**src/rtl/rs_issue_scheduler_if.sv**
```systemverilog
// Scheduler-side bundle: entry status and allocation from the reservation station,
// and the issue handshake, free pulse and multiplier occupancy going back out.
interface rs_issue_scheduler_if #(
  parameter int NUM_ENTRIES = 5,
  parameter int NUM_MULT    = 2
);
  localparam int IW = (NUM_ENTRIES > 1) ? $clog2(NUM_ENTRIES) : 1;
  localparam int MW = (NUM_MULT > 1) ? $clog2(NUM_MULT) : 1;

  logic                     alloc_valid;
  logic [IW-1:0]            alloc_index;
  logic [NUM_ENTRIES-1:0]   entry_valid;
  logic [NUM_ENTRIES-1:0]   entry_ready;
  logic [2*NUM_ENTRIES-1:0] entry_fu;
  logic                     mem_busy;
  logic                     flush;
  logic                     issue_ready;
  logic                     issue_valid;
  logic [NUM_ENTRIES-1:0]   issue_onehot;
  logic [1:0]               issue_fu;
  logic [MW-1:0]            issue_mult_unit;
  logic [NUM_ENTRIES-1:0]   free;
  logic [NUM_MULT-1:0]      mult_busy;

  modport master (
    output alloc_valid, alloc_index, entry_valid, entry_ready, entry_fu,
           mem_busy, flush, issue_ready,
    input  issue_valid, issue_onehot, issue_fu, issue_mult_unit, free, mult_busy
  );

  modport slave (
    input  alloc_valid, alloc_index, entry_valid, entry_ready, entry_fu,
           mem_busy, flush, issue_ready,
    output issue_valid, issue_onehot, issue_fu, issue_mult_unit, free, mult_busy
  );
endinterface

```
**src/rtl/rs_issue_scheduler.sv**
```systemverilog
// Oldest-first issue scheduler: age matrix, pending mask, one-entry issue register
// with valid/ready handoff, free pulse and non-pipelined multiplier occupancy.
module rs_issue_scheduler #(
  parameter int NUM_ENTRIES  = 5,
  parameter int NUM_MULT     = 2,
  parameter int MULT_LATENCY = 4
) (
  input logic                 clock,
  input logic                 reset,
  rs_issue_scheduler_if.slave bus
);
  localparam int N  = NUM_ENTRIES;
  localparam int MW = (NUM_MULT > 1) ? $clog2(NUM_MULT) : 1;
  localparam int CW = $clog2(MULT_LATENCY + 1);
  localparam logic [1:0] FU_ALU = 2'd0, FU_LOAD = 2'd1, FU_STORE = 2'd2, FU_MULT = 2'd3;

  logic [N-1:0]        older [N];
  logic [N-1:0]        older_col [N];
  logic [N-1:0]        pending;
  logic [CW-1:0]       mult_cnt [NUM_MULT];
  logic                issue_valid;
  logic [N-1:0]        issue_onehot;
  logic [1:0]          issue_fu;
  logic [MW-1:0]       issue_mult_unit;
  logic [N-1:0]        free;
  logic [NUM_MULT-1:0] reserved, mult_busy;
  logic [N-1:0]        eligible, cand, pick;
  logic [1:0]          pick_fu;
  logic [MW-1:0]       idle_unit;
  logic                fire, can_load, has_pick, mult_idle;

  function automatic logic fu_ok(input logic [1:0] fu, input logic mem_busy,
                                 input logic any_idle);
    case (fu)
      FU_ALU:            fu_ok = 1'b1;
      FU_LOAD, FU_STORE: fu_ok = ~mem_busy;
      default:           fu_ok = any_idle;
    endcase
  endfunction

  assign fire     = issue_valid & bus.issue_ready;
  assign can_load = ~issue_valid | bus.issue_ready;

  // A unit is held either by its post-fire countdown or by the presented issue.
  always_comb begin
    idle_unit = '0;
    for (int u = 0; u < NUM_MULT; u++) begin
      reserved[u]  = issue_valid && (issue_fu == FU_MULT) && (issue_mult_unit == MW'(u));
      mult_busy[u] = (mult_cnt[u] != '0) || reserved[u];
    end
    for (int u = NUM_MULT - 1; u >= 0; u--)
      if (!mult_busy[u]) idle_unit = MW'(u);
  end

  assign mult_idle = ~&mult_busy;

  always_comb begin
    eligible = '0;
    for (int i = 0; i < N; i++) begin
      eligible[i] = bus.entry_valid[i] & bus.entry_ready[i] & ~pending[i] &
                    fu_ok(bus.entry_fu[2*i +: 2], bus.mem_busy, mult_idle);
      for (int j = 0; j < N; j++) older_col[i][j] = older[j][i];
    end
  end

  // Oldest eligible: nothing eligible is older; ties resolve to the lowest index.
  always_comb begin
    cand    = '0;
    pick    = '0;
    pick_fu = FU_ALU;
    for (int i = 0; i < N; i++) cand[i] = eligible[i] & ~|(eligible & older_col[i]);
    for (int i = N - 1; i >= 0; i--) begin
      if (cand[i]) begin
        pick    = '0;
        pick[i] = 1'b1;
        pick_fu = bus.entry_fu[2*i +: 2];
      end
    end
  end

  assign has_pick = |pick;

  always_ff @(posedge clock or posedge reset) begin
    if (reset) begin
      issue_valid     <= 1'b0;
      issue_onehot    <= '0;
      issue_fu        <= FU_ALU;
      issue_mult_unit <= '0;
      free            <= '0;
      pending         <= '0;
      for (int i = 0; i < N; i++) older[i] <= '0;
      for (int u = 0; u < NUM_MULT; u++) mult_cnt[u] <= '0;
    end else if (bus.flush) begin
      issue_valid     <= 1'b0;
      issue_onehot    <= '0;
      issue_fu        <= FU_ALU;
      issue_mult_unit <= '0;
      free            <= '0;
      pending         <= '0;
      for (int i = 0; i < N; i++) older[i] <= '0;
      for (int u = 0; u < NUM_MULT; u++) mult_cnt[u] <= '0;
    end else begin
      free <= fire ? issue_onehot : '0;
      for (int u = 0; u < NUM_MULT; u++) begin
        if (fire && reserved[u])    mult_cnt[u] <= CW'(MULT_LATENCY);
        else if (mult_cnt[u] != '0) mult_cnt[u] <= mult_cnt[u] - CW'(1);
      end
      if (can_load) begin
        issue_valid     <= has_pick;
        issue_onehot    <= pick;
        issue_fu        <= has_pick ? pick_fu : FU_ALU;
        issue_mult_unit <= (has_pick && pick_fu == FU_MULT) ? idle_unit : '0;
      end
      for (int i = 0; i < N; i++) begin
        if (bus.alloc_valid && (bus.alloc_index == i[$bits(bus.alloc_index)-1:0]))
          pending[i] <= 1'b0;
        else
          pending[i] <= (pending[i] | (can_load & pick[i])) & bus.entry_valid[i];
      end
      // The allocated entry becomes younger than every live entry.
      if (bus.alloc_valid) begin
        for (int k = 0; k < N; k++) begin
          if (bus.alloc_index == k[$bits(bus.alloc_index)-1:0]) begin
            for (int i = 0; i < N; i++) begin
              if (i != k) begin
                older[i][k] <= bus.entry_valid[i];
                older[k][i] <= 1'b0;
              end
            end
          end
        end
      end
    end
  end

  assign bus.issue_valid     = issue_valid;
  assign bus.issue_onehot    = issue_onehot;
  assign bus.issue_fu        = issue_fu;
  assign bus.issue_mult_unit = issue_mult_unit;
  assign bus.free            = free;
  assign bus.mult_busy       = mult_busy;
endmodule

```
**src/flat_wrapper.sv**
```systemverilog
// flat-port wrapper written by rule: the top's interface ports become plain ports
module rs_issue_scheduler_flat 
#(
  parameter int NUM_ENTRIES  = 5,
  parameter int NUM_MULT     = 2,
  parameter int MULT_LATENCY = 4
)
  (clock, reset, bus_alloc_valid, bus_alloc_index, bus_entry_valid, bus_entry_ready, bus_entry_fu, bus_mem_busy, bus_flush, bus_issue_ready, bus_issue_valid, bus_issue_onehot, bus_issue_fu, bus_issue_mult_unit, bus_free, bus_mult_busy);
  rs_issue_scheduler_if #(.NUM_ENTRIES(NUM_ENTRIES), .NUM_MULT(NUM_MULT)) bus_i ();
  input logic clock;
  input logic reset;
  input wire logic [$bits(bus_i.alloc_valid)-1:0] bus_alloc_valid;
  input wire logic [$bits(bus_i.alloc_index)-1:0] bus_alloc_index;
  input wire logic [$bits(bus_i.entry_valid)-1:0] bus_entry_valid;
  input wire logic [$bits(bus_i.entry_ready)-1:0] bus_entry_ready;
  input wire logic [$bits(bus_i.entry_fu)-1:0] bus_entry_fu;
  input wire logic [$bits(bus_i.mem_busy)-1:0] bus_mem_busy;
  input wire logic [$bits(bus_i.flush)-1:0] bus_flush;
  input wire logic [$bits(bus_i.issue_ready)-1:0] bus_issue_ready;
  output wire logic [$bits(bus_i.issue_valid)-1:0] bus_issue_valid;
  output wire logic [$bits(bus_i.issue_onehot)-1:0] bus_issue_onehot;
  output wire logic [$bits(bus_i.issue_fu)-1:0] bus_issue_fu;
  output wire logic [$bits(bus_i.issue_mult_unit)-1:0] bus_issue_mult_unit;
  output wire logic [$bits(bus_i.free)-1:0] bus_free;
  output wire logic [$bits(bus_i.mult_busy)-1:0] bus_mult_busy;
  assign bus_i.alloc_valid = bus_alloc_valid;
  assign bus_i.alloc_index = bus_alloc_index;
  assign bus_i.entry_valid = bus_entry_valid;
  assign bus_i.entry_ready = bus_entry_ready;
  assign bus_i.entry_fu = bus_entry_fu;
  assign bus_i.mem_busy = bus_mem_busy;
  assign bus_i.flush = bus_flush;
  assign bus_i.issue_ready = bus_issue_ready;
  assign bus_issue_valid = bus_i.issue_valid;
  assign bus_issue_onehot = bus_i.issue_onehot;
  assign bus_issue_fu = bus_i.issue_fu;
  assign bus_issue_mult_unit = bus_i.issue_mult_unit;
  assign bus_free = bus_i.free;
  assign bus_mult_busy = bus_i.mult_busy;
  rs_issue_scheduler #(.NUM_ENTRIES(NUM_ENTRIES), .NUM_MULT(NUM_MULT), .MULT_LATENCY(MULT_LATENCY)) u_core (.clock(clock), .reset(reset), .bus(bus_i));
endmodule
```
**config.mk**
```make
export PLATFORM = sky130hd
export DESIGN_NAME = rs_issue_scheduler_flat
export DESIGN_NICKNAME = d
export VERILOG_FILES = /design/src/rtl/rs_issue_scheduler_if.sv /design/src/rtl/rs_issue_scheduler.sv /design/src/flat_wrapper.sv
export SDC_FILE = /design/constraint.sdc
export NUM_CORES = 1
export LEC_CHECK = 0
export CORE_MARGIN = 3
export CORE_UTILIZATION = 59
export CTS_BUF_LIST = sky130_fd_sc_hd__clkbuf_8 sky130_fd_sc_hd__clkbuf_16
export CTS_CLUSTER_DIAMETER = 120
export DETAILED_ROUTE_END_ITERATION = 6
export HOLD_SLACK_MARGIN = 0.15
export PLACE_DENSITY = 0.92
export SLEW_MARGIN = 20
export SYNTH_ARGS = -nofsm -noshare
export SYNTH_HDL_FRONTEND = slang
export SYNTH_SLANG_ARGS = --single-unit
export TNS_END_PERCENT = 30
```
**constraint.sdc**
```tcl
create_clock -name clock -period 5.49 [get_ports clock]
set_input_delay 0.549 -clock clock [delete_from_list [all_inputs] [get_ports clock]]
set_output_delay 0.549 -clock clock [all_outputs]
set_load 0.005 [all_outputs]
```
==> impl_metrics.tcl, run 1 <==
set metrics [dict create \
    synth_seq_cells 45 \
    synthCells 323 \
    drt_wl_total_um 7120 \
    synth_nets 366 \
    synth.distinct_cells 66 \
    setup_viol 0 \
    cts_resized 0 \
    grt_max_degree 46 \
    seq_area_frac_synth_pct 38.1 \
    post-route-period-util_pct 54.7 \
    num_rows 25 \
    avgSynthCellArea_um2 9.14 \
    arrival_ns 3.24 \
    antenna_found_initial 0 \
    finalCriticalPeriod_ns 3.00 \
    nets 402 \
    layout_common_cells "dfrtp_1, clkdlybuf4s50_1, nand2_1, inv_1, a21oi_1" \
    power_leakage_nw 1.48 \
    dp_hpwl_um 5530 \
    path_cells "clkdlybuf4s50_1 > inv_1 > ha_1 > or2_2 > o21ai_0 > a311oi_1 > and4_1 > or3_4 > or3_4 > a21oi_2" \
    critPathLaunchType "input pin" \
    synth_ff_type "dfrtp_1" \
    critPathKind "input pin to register" \
    htreeDepth 2 \
    track_usage_pct 25.4 \
    ioPinCount 45 \
    cap_violations 0 \
    grt_pass1_wl_um 12100 \
    crit_fanout 6 \
    crit_family "simple AND/OR/NAND/NOR gates" \
    start_util_pct 61.7 \
    status "finished, final reports clean" \
    fmax_mhz 333 \
    hold_path.class "register to register" \
    grt_pass1_vias 2629 \
    worst_slew_pin_slew_ns 0.838 \
    cts_buffers 5 \
    ys_warn_count 0 \
    port-buffer-count 44 \
    worst_ep_required_time_ns 5.73 \
    synth_edf_count 0 \
    final_common_cell "dfrtp_1" \
    hold_violations 0 \
    insertion_delay_ns 0.31 \
    ir_drop_mv 0.168 \
    maxSlewViolCount 0 \
    endpoint_kind "register" \
    cp_slowest_stage_delay_ns 0.49 \
    cts_root_buf "clkbuf_8" \
    path_clk_slew_ns 0.08 \
    p_per_area_nw_per_um2 267 \
    drt-pass1-iter-count 4 \
    vias 2601 \
    drc_errors 0 \
    dieArea_um2 5890 \
    routed_via_density 6.11 \
    ctsHoldBuffers 0 \
    async_flop_share_pct 100 \
    total_power_uw 934 \
    cp_common_cell "or3_4" \
    fin_tns_setup_ns 0 \
    syn_to_final_growth_pct 18.6 \
    grt_overflow 0 \
    fin_skew_ns 0.00920 \
    cts_setup_buffers 0 \
    insertedDiodeCount 0 \
    cts_buffer_depth 2 \
    rsz0062_at_grt "no" \
    max_slew_margin_pct 44.0 \
    wl_per_cell_um 16.7 \
    cts_num_sinks 45 \
    cp_num_buf_inv 2 \
    slowest_stage "clkdlybuf4s50_1" \
    cts_tree "yes" \
    place_congestion 0.858 \
    first_iter_violations 192 \
    drive_above_1_share_pct 8.91 \
    die-height_um 76.7 \
    die_w_um 76.7 \
    netlist_area_um2 2950 \
    ant_nets 0 \
    coreArea_um2 4790 \
]
==> worst paths after layout <==
kind | start | endpoint | slack (ns) | cells after the start
max | bus_entry_fu[4] | u_core.pending[3] | 2.49 | 10
min | u_core.bus.issue_onehot[1] | u_core.bus.free[1] | 0.52 | 1
max reg2reg | u_core.mult_cnt[0] | u_core.pending[3] | 2.66 | 9
min reg2reg | u_core.bus.issue_onehot[1] | u_core.bus.free[1] | 0.52 | 1
max in group asynchronous | reset | u_core.mult_cnt[3] | 4.40 | 3
min in group asynchronous | reset | u_core.bus.issue_onehot[0] | 0.69 | 3
==> power by group <==
part / switching (mW) / internal [mW]
sequential: 0.0216 / 0.361
clock: 0.109 / 0.0995
combinational: 0.191 / 0.152
total: 0.322 / 0.612
==> synthesized netlist by cell type (5+ instances only) <==
cell	count	area (um^2)
dfrtp_1	45	1130
clkbuf_1	9	33.8
ha_1	14	175
and2_1	8	50.1
nand2b_1	11	68.8
inv_1	25	93.8
nand4_1	5	31.3
nand2_1	29	109
nor2_1	22	82.6
o21ai_0	8	40.0
nand3_1	15	75.1
a21oi_1	24	120
nor2b_1	11	68.8
==> stage by stage <==
step	std cells	hold WS [ns]	util, %	setup slack (ns)	cell area (um^2)
2_1_floorplan	323	0.466	-	2.85	2950
3_3_place_gp	419	0.493	71.3	2.25	3410
3_5_place_dp	419	0.497	71.3	2.17	3410
4_1_cts	426	0.515	73.2	2.48	3500
5_1_grt	426	0.544	73.2	2.29	3500
6_report	426	0.519	73.2	2.49	3500
==> cell families after synthesis <==
kind of cell    after synthesis  share of synthesized area [%]
fa+ha+maj                    14                           5.93
flops                        45                           38.1
xor+xnor                      4                           1.19
simple gates                133                           25.1
buf+inv                      42                           5.85
mux                           5                           1.86
compound gates               80                           22.0
==> flip-flops by register name, indices dropped and copies added (netlist names) <==
| register | count |
|---|---|
| u_core.bus.issue_mult_unit | 1 |
| u_core.bus.issue_onehot | 5 |
| u_core.bus.issue_valid | 1 |
| u_core.mult_cnt | 6 |
| u_core.bus.issue_fu | 2 |
| u_core.pending | 5 |
| u_core.older | 20 |
| u_core.bus.free | 5 |
==> worst reg2reg max path, stage by stage, from the launching register on <==
cell      delay, ns
dfrtp_1        0.39
inv_1          0.09
ha_1           0.20
nand2b_1       0.28
o221ai_1       0.38
a32oi_1        0.16
and4b_1        0.31
or3_4          0.44
or3_4          0.40
a21oi_2        0.14
==> routing by layer <==
metal | GRT usage (%) | vias up | part of all wire, %
met5 | 0 | - | 0
met4 | 12.1 | 0 | 3.7
met3 | 4.58 | 26 | 6.6
met2 | 44.3 | 94 | 51
met1 | 30.2 | 1238 | 39
li1 | - | 1243 | -
==> area by class of cell <==
class | instances | area [um^2]
multi-input combinational | 236 | 1650
fill | 367 | 1280
sequential | 45 | 1130
timing repair buffer | 46 | 455
inverter | 25 | 93.8
tap | 67 | 83.8
clock buffer | 6 | 82.6
clock inverter | 1 | 7.51
No activity file was read; power rests on OpenSTA's default activity.
==> inputs of run 2 (changes only) <==
- CORE_UTILIZATION: 59 -> 54
- PLACE_DENSITY: 0.92 -> 0.86
- clock period: 5.49 -> 2.77 ns (I/O delays scaled with it)
==> impl_metrics.tcl, run 2 (synthesized netlist as in run 1, its figures left out) <==
set metrics [dict create \
    placed_cells 453 \
    port-buffer-count 44 \
    grt_pass1_vias 2699 \
    gr-usage-met2_pct 43.7 \
    dieArea_um2 6390 \
    coreArea_um2 5200 \
    hold_path.class "input pin to async pin" \
    cts_num_sinks 45 \
    insertion_delay_ns 0.31 \
    endpoint_kind "register" \
    total_power_mw 2.05 \
    drt-pass1-iter-count 7 \
    instances_no_fill 461 \
    drc_errors 1 \
    track_usage_pct 25.0 \
    final_common_cell "dfrtp_1" \
    nets 433 \
    dpl_worst_slack_ns -0.161 \
    largest_reg_flops 20 \
    antenna_found_initial 0 \
    cts_tree "yes" \
    start_util_pct 56.7 \
    insertedDiodeCount 0 \
    ant_nets 0 \
    largest-register "u_core.older" \
    cts_buffer_depth 2 \
    critPathKind "register to register" \
    final_util_pct 73.2 \
    htreeDepth 2 \
    path_clk_slew_ns 0.08 \
    drive_above_1_share_pct 17.6 \
    worst_slew_pin_slew_ns 0.747 \
    setup_viol 0 \
    die-height_um 79.9 \
    cap_violations 0 \
    cts_buffers 5 \
    grt_use_met1_pct 30.6 \
    max_slew_margin_pct 50.1 \
    post-route-period-util_pct 95.7 \
    p_per_area_nw_per_um2 537 \
    ir_drop_mv 0.462 \
    layout_common_cells "dfrtp_1, clkdlybuf4s50_1, buf_4, nand2_1, inv_1" \
    grt_pass1_wl_um 12500 \
    fin_skew_ns 0.00544 \
    power_leakage_nw 1.66 \
    syn_to_final_growth_pct 29.0 \
    cts_setup_buffers 0 \
    dp_hpwl_um 5890 \
    die_w_um 79.9 \
    arrival_ns 2.87 \
    critPathLaunchType "register" \
    violations "DRC" \
    fmax_mhz 377 \
    vias 2750 \
    busiest_layer "met2" \
    crit_fanout 9 \
    status "finished, violations left" \
    maxSlewViolCount 0 \
    first_iter_violations 184 \
    place_congestion 0.948 \
    num_rows 26 \
    grt_use_met3_pct 3.72 \
    ctsHoldBuffers 0 \
    worst_ep_required_time_ns 2.99 \
    fin_tns_setup_ns 0 \
    rsz0062_at_grt "no" \
    routed_via_density 5.97 \
    finalCriticalPeriod_ns 2.65 \
    wl_per_cell_um 16.8 \
    layout_setup_ws_ns 0.120 \
    hold_violations 0 \
    grt_max_degree 33 \
    grt_overflow 0 \
    ioPinCount 45 \
    drt_wl_total_um 7730 \
    largestRegisters "u_core.older (20), u_core.mult_cnt (6)" \
    cts_root_buf "clkbuf_8" \
]
-- run 2: changes by cell type in the layout (fill, tap and decap cells not counted), moves of 2 or more --
cell,previous run,this run
nand2b_4,0,2
nand2b_1,11,9
buf_4,2,33
o221ai_1,2,0
o221ai_2,2,4
-- run 2: path summary, 6_finish.rpt --
path	from	end	slack [ns]	depth (start not counted)
worst max-delay path	u_core.mult_cnt[0]	u_core.bus.issue_onehot[3]	0.12	9
worst min-delay path	reset	u_core.older[24]	0.23	2
worst max register to register	u_core.mult_cnt[0]	u_core.bus.issue_onehot[3]	0.12	9
worst min register to register	u_core.bus.issue_onehot[1]	u_core.bus.free[1]	0.52	1
max in group asynchronous	reset	u_core.mult_cnt[3]	1.81	3
min in group clock	u_core.bus.issue_onehot[1]	u_core.bus.free[1]	0.52	1
-- run 2: what timing repair did --
action	in CTS	in global routing
resized for setup	1	9
pin swaps	0	1
endpoints found under the setup margin	3	10
-- run 2: area by class of cell --
cell class	count	area (um^2)
clock buffers	6	82.6
clock inverters	2	33.8
fillers	386	1400
inverters	25	93.8
multi-input cells	236	1700
flip-flops and latches	45	1130
well taps	70	87.6
repair buffers	77	688
-- run 2: metrics by stage --
stage | instance area, um^2 | hold WS, ns
finish | 3810 | 0.229
global route | 3810 | 0.267
CTS | 3770 | 0.242
detailed placement | 3650 | 0.495
global placement | 3650 | 0.492
floorplan | 2950 | 0.397
-- run 2: report_power, final --
group | internal (mW) | switching (mW)
clock | 0.290 | 0.223
combinational | 0.361 | 0.412
sequential | 0.715 | 0.0457
-- run 2: layer usage --
metal  routed length, um  up-vias
met3                 412       18
met5                   0        -
met2                3990      113
met4                 226        0
li1                    -     1300
met1                3100     1319
-- run 2: critical path, cell delays in order (launching register included) --
cell      delay (ns)
dfrtp_1         0.40
inv_1           0.08
ha_1            0.23
nand2b_4        0.14
o221a_4         0.34
o311ai_4        0.32
nor3_2          0.08
or3_4           0.43
or3_4           0.41
a21oi_2         0.14
==> inputs of run 3 (changes only) <==
- CORE_MARGIN: 3 -> 2
==> impl_metrics.tcl, run 3 (synthesized netlist as in run 1, its figures left out) <==
set metrics [dict create \
    cp_slowest_stage_delay_ns 0.43 \
    first_iter_violations 171 \
    path_clk_slew_ns 0.08 \
    worst_ep_required_time_ns 2.95 \
    fin_skew_ns 0.00506 \
    critPathKind "register to register" \
    track_usage_pct 27.2 \
    rsz0062_at_grt "yes" \
    cp_num_buf_inv 1 \
    max_slew_margin_pct 54.6 \
    cts_root_buf "clkbuf_8" \
    cap_violations 0 \
    drt-pass1-iter-count 4 \
    whs_ns 0.212 \
    drc_errors 0 \
    cts_resized 2 \
    power_leakage_nw 1.67 \
    largest-register "u_core.older" \
    layout_common_cells "dfrtp_1, clkdlybuf4s50_1, buf_4, nand2_1, inv_1" \
    nets 435 \
    placed_cells 455 \
    place_congestion 0.950 \
    vias 2687 \
    grt_pass1_vias 2663 \
    cts_buffer_depth 2 \
    reg2reg_from "u_core.mult_cnt[3]" \
    dieArea_um2 6080 \
    placed_area_um2 3660 \
    ir_drop_mv 0.418 \
    worst_slew_pin_slew_ns 0.679 \
    grt_max_degree 23 \
    start_util_pct 56.7 \
    hold_path.class "input pin to async pin" \
    die_w_um 77.9 \
    final_util_pct 73.0 \
    slowest_stage "or3_4" \
    syn_to_final_growth_pct 28.7 \
    largest_reg_flops 20 \
    cts_setup_buffers 0 \
    fmax_mhz 375 \
    final_common_cell "dfrtp_1" \
    drive_above_1_share_pct 17.8 \
    total_power_mw 2.02 \
    crit_fanout 9 \
    post-route-period-util_pct 96.2 \
    grt_overflow 0 \
    setup_viol 0 \
    cts_num_sinks 45 \
    routed_via_density 5.80 \
    instances_no_fill 463 \
    ant_nets 0 \
    cts_buffers 5 \
    antenna_found_initial 0 \
    arrival_ns 2.84 \
    hold_violations 0 \
    num_rows 26 \
    cts_tree "yes" \
    maxSlewViolCount 0 \
    endpoint_kind "register" \
    crit_family "simple AND/OR/NAND/NOR gates" \
    critPathLaunchType "register" \
    ctsHoldBuffers 0 \
    design_area_um2 3800 \
    htreeDepth 2 \
    startpoint "u_core.mult_cnt[3]" \
    coreArea_um2 5200 \
    dp_hpwl_um 6010 \
    wl_per_cell_um 16.6 \
    p_per_area_nw_per_um2 532 \
    port-buffer-count 44 \
    ioPinCount 45 \
    path_cells "inv_1 > ha_1 > nand2b_2 > o221ai_1 > and3_1 > nor3_2 > or3_4 > o32ai_2 > o31ai_1" \
    finalCriticalPeriod_ns 2.66 \
    largestRegisters "u_core.older (20), u_core.mult_cnt (6)" \
    die-height_um 77.9 \
    status "finished, final reports clean" \
    insertion_delay_ns 0.31 \
    insertedDiodeCount 0 \
    grt_pass1_wl_um 12800 \
    drt_wl_total_um 7700 \
]
-- run 3: area by class of cell --
class                   instances  area [um^2]
multi-input cells             236         1670
fillers                       390         1400
flip-flops and latches         45         1130
repair buffers                 79          703
inverters                      25         93.8
well taps                      70         87.6
clock buffers                   6         82.6
clock inverters                 2         33.8
-- run 3: final timing paths --
| path | cells past startpoint | slack (ns) | to |
|---|---|---|---|
| max reg2reg | 9 | 0.11 | u_core.bus.issue_mult_unit |
| min in group clock | 1 | 0.52 | u_core.older[2] |
| max | 9 | 0.11 | u_core.bus.issue_mult_unit |
| min reg2reg | 1 | 0.52 | u_core.older[2] |
| min | 2 | 0.21 | u_core.pending[0] |
| max in group asynchronous | 3 | 1.96 | u_core.mult_cnt[4] |
-- run 3: per-stage QoR --
stage          setup slack (ns)  setup TNS, ns
2_1_floorplan             0.242              0
3_3_place_gp             -0.100         -0.495
3_5_place_dp             -0.158          -1.06
4_1_cts                  0.0936              0
5_1_grt                -0.00611       -0.00675
6_report                  0.107              0
-- run 3: worst register-to-register path: stages (launching register included) --
cell and delay (ns):
dfrtp_1 0.38, inv_1 0.11, ha_1 0.22, nand2b_2 0.17, o221ai_1 0.36, and3_1 0.31, nor3_2 0.07, or3_4 0.43
o32ai_2 0.34, o31ai_1 0.14
-- run 3: where the power goes --
group / switching, mW / leakage (nW) / internal (mW)
clock: 0.221 / 0.0626 / 0.290
sequential: 0.0439 / 0.615 / 0.715
combinational: 0.397 / 0.993 / 0.355
-- run 3: metal layers --
layer | GRT usage (%) | up-vias | part of all wire (%)
met2 | 47.7 | 91 | 52
met3 | 4.77 | 15 | 5.1
li1 | - | 1308 | -
met4 | 8.95 | 0 | 2.2
met1 | 33.9 | 1273 | 41
met5 | 0 | - | 0
